$ cat src/rtl/uart_prog_loader.sv
// uart_prog_loader: receives a program over a UART line, packs bytes into
// little-endian 32-bit words and writes them to a word-addressed memory until
// a sentinel word arrives or the address space is full.
// Frame format: 8N1 by default; define UART_PROG_LOADER_PARITY_EN for 8E1.
module uart_prog_loader #(
  parameter int unsigned CLKS_PER_BIT = 347,
  parameter int unsigned ADDR_W       = 8,
  parameter logic [31:0] END_WORD     = 32'h0000_0FFF
) (
  input  logic              wb_clk_i,
  input  logic              wb_rst_i,
  input  logic              rx_i,
  output logic              mem_we_o,
  output logic [ADDR_W-1:0] mem_addr_o,
  output logic [31:0]       mem_wdata_o,
  output logic              prog_done_o,
  output logic              frame_err_o
);

  localparam int unsigned CNT_W = (CLKS_PER_BIT > 1) ? $clog2(CLKS_PER_BIT) : 1;
  localparam int unsigned HALF  = CLKS_PER_BIT / 2;
  localparam logic [ADDR_W-1:0] ADDR_MAX = {ADDR_W{1'b1}};

  typedef enum logic [2:0] {
    S_IDLE,
    S_START,
    S_DATA,
`ifdef UART_PROG_LOADER_PARITY_EN
    S_PARITY,
`endif
    S_STOP,
    S_DONE
  } state_t;

  state_t state, state_nxt;

  logic             rx_q1, rx_q2;
  logic [CNT_W-1:0] baud_cnt;
  logic [2:0]       bit_cnt;
  logic [7:0]       shift;
  logic [1:0]       byte_cnt;
  logic [23:0]      word;
  logic [ADDR_W-1:0] addr;
  logic [31:0]      full_word;
  logic             half_tick, bit_tick;
  logic             sample_bit, byte_ok, byte_bad, stop_good;
`ifdef UART_PROG_LOADER_PARITY_EN
  logic             par_err, sample_par;
`endif

  assign half_tick = (baud_cnt == CNT_W'(HALF - 1));
  assign bit_tick  = (baud_cnt == CNT_W'(CLKS_PER_BIT - 1));
  assign full_word = {shift, word};

  // Two-flop synchronizer on the serial line, idling high
  always_ff @(posedge wb_clk_i or posedge wb_rst_i) begin
    if (wb_rst_i) begin
      rx_q1 <= 1'b1;
      rx_q2 <= 1'b1;
    end else begin
      rx_q1 <= rx_i;
      rx_q2 <= rx_q1;
    end
  end

  // FSM state register
  always_ff @(posedge wb_clk_i or posedge wb_rst_i) begin
    if (wb_rst_i) state <= S_IDLE;
    else          state <= state_nxt;
  end

  // Next-state and per-cycle control decode
  always_comb begin
    state_nxt  = state;
    sample_bit = 1'b0;
    byte_ok    = 1'b0;
    byte_bad   = 1'b0;
    stop_good  = rx_q2;
`ifdef UART_PROG_LOADER_PARITY_EN
    sample_par = 1'b0;
    stop_good  = rx_q2 && !par_err;
`endif
    case (state)
      S_IDLE: if (!rx_q2) state_nxt = S_START;
      S_START: begin
        // A line that is high again at mid start bit was only a glitch
        if (half_tick) state_nxt = rx_q2 ? S_IDLE : S_DATA;
      end
      S_DATA: begin
        if (bit_tick) begin
          sample_bit = 1'b1;
`ifdef UART_PROG_LOADER_PARITY_EN
          if (bit_cnt == 3'd7) state_nxt = S_PARITY;
`else
          if (bit_cnt == 3'd7) state_nxt = S_STOP;
`endif
        end
      end
`ifdef UART_PROG_LOADER_PARITY_EN
      S_PARITY: begin
        if (bit_tick) begin
          sample_par = 1'b1;
          state_nxt  = S_STOP;
        end
      end
`endif
      S_STOP: begin
        if (bit_tick) begin
          state_nxt = S_IDLE;
          if (stop_good) begin
            byte_ok = 1'b1;
            if (byte_cnt == 2'd3 && full_word == END_WORD) state_nxt = S_DONE;
          end else begin
            byte_bad = 1'b1;
          end
        end
      end
      S_DONE:  state_nxt = S_DONE;
      default: state_nxt = S_IDLE;
    endcase
    // Memory full: the write to the last address ends loading
    if (mem_we_o && addr == ADDR_MAX) state_nxt = S_DONE;
  end

  // Baud counter restarts on every state change and every bit period
  always_ff @(posedge wb_clk_i or posedge wb_rst_i) begin
    if (wb_rst_i) begin
      baud_cnt <= '0;
    end else if (state_nxt != state || state == S_IDLE || state == S_DONE || bit_tick) begin
      baud_cnt <= '0;
    end else begin
      baud_cnt <= baud_cnt + CNT_W'(1);
    end
  end

  // Bit shifting, word assembly, memory write and status flags
  always_ff @(posedge wb_clk_i or posedge wb_rst_i) begin
    if (wb_rst_i) begin
      bit_cnt     <= '0;
      shift       <= '0;
      byte_cnt    <= '0;
      word        <= '0;
      addr        <= '0;
      mem_we_o    <= 1'b0;
      mem_addr_o  <= '0;
      mem_wdata_o <= '0;
      prog_done_o <= 1'b0;
      frame_err_o <= 1'b0;
`ifdef UART_PROG_LOADER_PARITY_EN
      par_err     <= 1'b0;
`endif
    end else begin
      mem_we_o    <= 1'b0;
      prog_done_o <= (state_nxt == S_DONE);
      if (state == S_START) bit_cnt <= '0;
      if (sample_bit) begin
        shift   <= {rx_q2, shift[7:1]};
        bit_cnt <= bit_cnt + 3'd1;
      end
`ifdef UART_PROG_LOADER_PARITY_EN
      if (state == S_START) par_err <= 1'b0;
      if (sample_par)       par_err <= rx_q2 ^ (^shift);
`endif
      if (byte_bad) frame_err_o <= 1'b1;
      if (byte_ok) begin
        byte_cnt <= byte_cnt + 2'd1;
        case (byte_cnt)
          2'd0: word[7:0]   <= shift;
          2'd1: word[15:8]  <= shift;
          2'd2: word[23:16] <= shift;
          default: begin
            if (full_word != END_WORD) begin
              mem_we_o    <= 1'b1;
              mem_addr_o  <= addr;
              mem_wdata_o <= full_word;
            end
          end
        endcase
      end
      // Advance the address after each strobe; never wrap past the top
      if (mem_we_o && addr != ADDR_MAX) addr <= addr + ADDR_W'(1);
    end
  end

endmodule

$ cat config.mk
export PLATFORM = sky130hd
export DESIGN_NAME = uart_prog_loader
export DESIGN_NICKNAME = d
export VERILOG_FILES = /design/src/rtl/uart_prog_loader.sv
export SDC_FILE = /design/constraint.sdc
export NUM_CORES = 1
export LEC_CHECK = 0
export ABC_CLOCK_PERIOD_IN_PS = 5980
export BUFFER_PORTS_ARGS = -buffer_cell sky130_fd_sc_hd__buf_4
export CORE_MARGIN = 5
export CORE_UTILIZATION = 55
export CTS_CLUSTER_DIAMETER = 50
export DETAILED_ROUTE_END_ITERATION = 8
export GPL_TIMING_DRIVEN = 0
export PLACE_DENSITY = 0.76
export SLEW_MARGIN = 0
export SYNTH_ARGS = -nofsm -noshare
export SYNTH_HDL_FRONTEND = slang
export SYNTH_SLANG_ARGS = --single-unit
export TNS_END_PERCENT = 10
$ cat constraint.sdc
create_clock -name wb_clk_i -period 5.98 [get_ports wb_clk_i]
set_input_delay 0 -clock wb_clk_i [delete_from_list [all_inputs] [get_ports wb_clk_i]]
set_output_delay 0 -clock wb_clk_i [all_outputs]
set_load 0.005 [all_outputs]
---- Word-level counts from Yosys, hierarchy flattened ----
Index checks and enable logic that the tools add are counted.
storage, ports and cells
  memory bits (writable) .................. 0
  logic and storage cells ................. 75
  ROM bits ................................ 0
  bits in latches ......................... 0
  output and inout port bits .............. 43
  memories ................................ 0
  register bits after elaboration ......... 102
operators by class
  $add $sub $neg .......................... 4
  bitwise operators ....................... 1
  $mul .................................... 0
  reduce and logical (&&, ||, !) cells .... 14
  multiplexer cells ....................... 24
  magnitude comparators ................... 0
  shift-type cells ........................ 0
  div/mod/pow operators ................... 0
  eq/ne operators ......................... 16
operators with widths
  kind                                                    count
  equality test 32 x 12 -> 1 bit (second input constant)  1
  != test 32 x 12 -> 1 bit (second input constant)        1
  2-to-1 mux 3 bit                                        10
  one-hot mux 3 bit (5 select lines)                      1
  2-to-1 mux 1 bit                                        11
  adder 9 x 1 -> 9 bit (second input constant)            1
  equality test 3 bit (second input constant)             3
  equality test 9 x 8 -> 1 bit (second input constant)    1
  equality test 9 bit (second input constant)             1
  2-to-1 mux 9 bit                                        1
  adder 8 x 1 -> 8 bit (second input constant)            1
  equality test 8 bit (second input constant)             1
  != test 8 bit (second input constant)                   1
  equality test 3 x 2 -> 1 bit (second input constant)    2
  AND reduction 2 bit                                     3
  equality test 2 bit (second input constant)             2
  adder 3 x 1 -> 3 bit (second input constant)            1
  equality test 3 x 1 -> 1 bit (second input constant)    1
  logical AND 1 bit                                       3
  logical NOT 3 bit                                       1
  logical OR 1 bit                                        3
  != test 3 bit                                           1
  AND reduction 3 bit                                     1
  OR reduction 3 bit                                      1
  6 further kinds                                         6

---- Depth between registers and ports, before layout ----
  word-level depth ........................ 12
  mapped depth ............................ 8
  gate-level depth less buffers ........... 6

---- Worst setup path before layout ----
Ideal clock, no wire load.
  path kind ............................... register -> register
  from .................................... register baud_cnt[2]
  to ...................................... register word[0]
  library setup time ...................... 0.128 ns
  stages on the path, launching flop included .. 7
  path buffers ............................ 2
  required time ........................... 5.852 ns
  clock period less this slack ............ 1.928 ns
  data arrival time ....................... 1.801 ns
  slack ................................... 4.052 ns
  cells stage by stage .................... dfrtp_1 clkbuf_1 nor4b_2 and4_1 buf_2 nand2_2 mux2_1
between the ends
  cells in the longest elaborated chain, start to end .. 4
ends and longest elaborated chain
  element                        line  RTL
  from (decl)                    38    logic [CNT_W-1:0] baud_cnt;
  from (signal assigned)         132   baud_cnt <= baud_cnt + CNT_W'(1);
  equality test 9 bit            52    assign bit_tick = (baud_cnt == CNT_W'(CLKS_PER_BIT - 1));
  2-to-1 mux 1 bit               108   if (bit_tick) begin
  2-to-1 mux 1 bit               83    case (state)
  AND reduction 2 bit (no line)  n/a
  to (signal assigned)           168   2'd0: word[7:0] <= shift;
  to (decl)                      42    logic [23:0] word;
Every way passes these cells.
A chain may end at the register's enable or synchronous reset.

---- Final worst setup path ----
  from .................................... register baud_cnt[0]
  to ...................................... register mem_wdata_o[27]
between the ends
  cells in the longest elaborated chain, start to end .. 4
ends and longest elaborated chain
  element                        line  RTL
  equality test 9 bit            52
  2-to-1 mux 1 bit               108
  2-to-1 mux 1 bit               83
  AND reduction 3 bit (no line)  n/a
  to (signal assigned)           175   mem_wdata_o <= full_word;
  to (decl)                      15    output logic [31:0] mem_wdata_o,
Every way passes these cells.

==> key figures <==
Status
  • Status: completed

Hold path
  • Hold WC Path Type: input port to async pin

Floorplan
  • Die area: 0.00976 mm²
  • Core area: 0.00769 mm²
  • Starting density of the core: 0.564
  • Die height: 98.8 µm
  • Placement Rows: 32
  • Ports: 46
  • Die W: 98.8 µm

Clock tree
  • CTS resizes: 0
  • Root Driver: clkbuf_8
  • # clock sinks: 102
  • Max Root-Sink Buffers: 2
  • Skew-Pair Late Insertion Delay: 370 ps
  • Total CTS buffers: 9
  • TritonCTS clock tree: done
  • Htree depth: 3
  • CTS clock-pin slew for the worst setup and hold paths: 100 ps

Finish
  • Most frequent cells in the layout: dfrtp_1 (100), mux2_1 (73), buf_4 (45)
  • Area Growth Syn to Fin: 17.0%
  • Antenna diodes: 0
  • Most common cell after layout, fill and taps aside: dfrtp_1
  • Layout cells sized above 1: 0.188
  • Layout Nets: 392
  • Final instance area: 0.00508 mm²

Synth
  • Synth Net Count: 333
  • Cell Area, Synth: 0.00434 mm²
  • Synth Area per Inst: 13.6 µm²
  • Post-synth top flop: dfrtp_1
  • Async set or reset register ratio after synthesis: 1.00
  • Yosys warns: 0
  • Post-Synthesis Cells: 320
  • Netlist cell types: 44
  • Register bit total from synthesis: 102
  • Seq/Total Area, Yosys: 0.589
  • Post-synth EDFFs: 0

Timing
  • Worst setup margin: 3670 ps
  • Hold Worst Slack: 281 ps
  • Fmax: 433 MHz
  • Clock Skew: 18.0 ps
  • Final Setup Violations: 0
  • RSZ-0062 raised after global routing: no
  • Final Hold Fails: 0
  • Slew Viols, Final: 0
  • Worst-margin pin slew: 660 ps
  • Min cycle time layout: 2310 ps
  • Setup TNS: 0 ps
  • Headroom to the max-slew limit: 0.556
  • Period utilisation layout: 0.386

Drt
  • Antenna-violating nets left: 0
  • DR DRC count: 0
  • Drt first pass iters: 4
  • DR WL/cell: 16.0 µm
  • DRT iter0 DRCs: 97
  • Vias/cell: 5.52
  • Vias: 2682
  • Routed wire length: 7.79 mm

Critical path
  • Slowest cell on crit path: dfrtp_1
  • Critical Path Sink Type: flip-flop
  • Slowest stage delay, CP: 410 ps
  • Worst setup SP type: flip-flop
  • Critical-path maximum fanout: 10
  • Critical path's top delay family: simple AND/OR/NAND/NOR gates
  • Critical path, cell by cell: inv_1 > ha_1 > nor4bb_1 > nand4_1 > a31oi_1 > buf_2 > mux2_1
  • Crit path buffers/inverters: 2
  • Crit path arrival time: 2550 ps
  • CP required: 6230 ps
  • Crit Path Class: flip-flop to flip-flop

Place
  • DP HPWL: 5.42 mm
  • GP Congestion: 0.815
  • Dpl ws: 3670 ps
  • Port Buffers: 45
  • DP Area: 0.00483 mm²

GRT
  • Pin count of the biggest net entering global routing: 55
  • Antenna violations before repair: 0
  • First-pass GRT wire length: 13.6 mm
  • Vias in the first global route: 2746
  • Global route total overflow: 0
  • GRT Total Usage: 0.173

Pwr
  • Max IR drop VDD: 0.127 mV
  • Leak Pwr: 2.65 nW
  • Pwr/cell area: 234 mW/mm²

Job
  • Max_cap viols: 0
-- flip-flops by register name, summed over array words and instances, names as in the netlist --
register	flops
mem_wdata_o	32
word	24
baud_cnt	9
addr	8
mem_addr_o	8
shift	8
bit_cnt	3
state	3
byte_cnt	2
frame_err_o	1
mem_we_o	1
prog_done_o	1
rx_q1	1
rx_q2	1
-- worst min-delay path: cells and delay by family --
kind                   cells  cell delay (ps)
buffers and inverters      3             1120
-- final cells by class --
type	count	area, µm²
plain buffers	9	40.0
clock buffers	12	145
clock inverters	4	77.6
fillers	574	2610
inverters	10	40.0
multi-input cells	199	1710
flip-flops and latches	102	2550
well taps	102	128
repair buffers	48	385
-- routing by layer --
layer	GRT usage	wire [µm]	vias to the layer above
met4	0.0683	122	0
met1	0.241	3660	1334
met2	0.268	3670	57
met3	0.0354	342	12
li1	-	-	1279
met5	0	0	-
-- worst paths after layout --
| path | slack, ps | depth (start not counted) | endpoint | from |
|---|---|---|---|---|
| min in group wb_clk_i | 300 | 2 | rx_q1 | rx_i |
| setup reg to reg | 3670 | 7 | mem_wdata_o[27] | baud_cnt[0] |
| max in group asynchronous | 5030 | 4 | baud_cnt[6] | wb_rst_i |
| setup / recovery | 3670 | 7 | mem_wdata_o[27] | baud_cnt[0] |
| hold / removal | 280 | 3 | mem_wdata_o[6] | wb_rst_i |
| hold reg to reg | 360 | 0 | rx_q2 | rx_q1 |
-- power by group --
part | leakage [nW] | switching [mW] | internal (mW)
Combinational | 1.14 | 0.0135 | 0.00387
Clock | 0.111 | 0.231 | 0.250
Sequential | 1.40 | 0.000656 | 0.690
-- kinds of logic after synthesis --
group,count (synthesis),synth area share
and+or+nand+nor,80,0.110
DFF,102,0.589
muxes,73,0.190
buffers and inverters,19,0.0179
AOI/OAI and AO/OA,21,0.0346
adders and majority gates,10,0.0288
xor gates and xnor gates,15,0.0303
-- synth_stat cells (all sizes together) (3+ instances only) --
cell	instances	share of area
or4	5	0.0087
and4b	3	0.0069
mux2	73	0.19
dfrtp	100	0.58
buf	5	0.0058
nand4	8	0.012
nand2	11	0.011
and4	4	0.0081
nor4	3	0.0043
nand3	11	0.013
xnor2	7	0.014
o21ai	4	0.0046
ha	10	0.029
nor2	19	0.016
clkbuf	4	0.0035
inv	10	0.0087
xor2	8	0.016
-- repair_timing --
action                                 4_1_cts  5_1_grt
buffers inserted                             0        0
endpoints found under the hold margin       47        0
hold buffers                                 2        0
-- per-stage QoR --
stage          instances  utilization  total power [mW]
3_3_place_gp         467        0.625             0.719
3_5_place_dp         468        0.629             0.722
4_1_cts              486        0.660              1.20
5_1_grt              486        0.660              1.22
2_1_floorplan        320            -             0.715
6_report             486        0.660              1.19
Power figures use the tool's default switching activity.
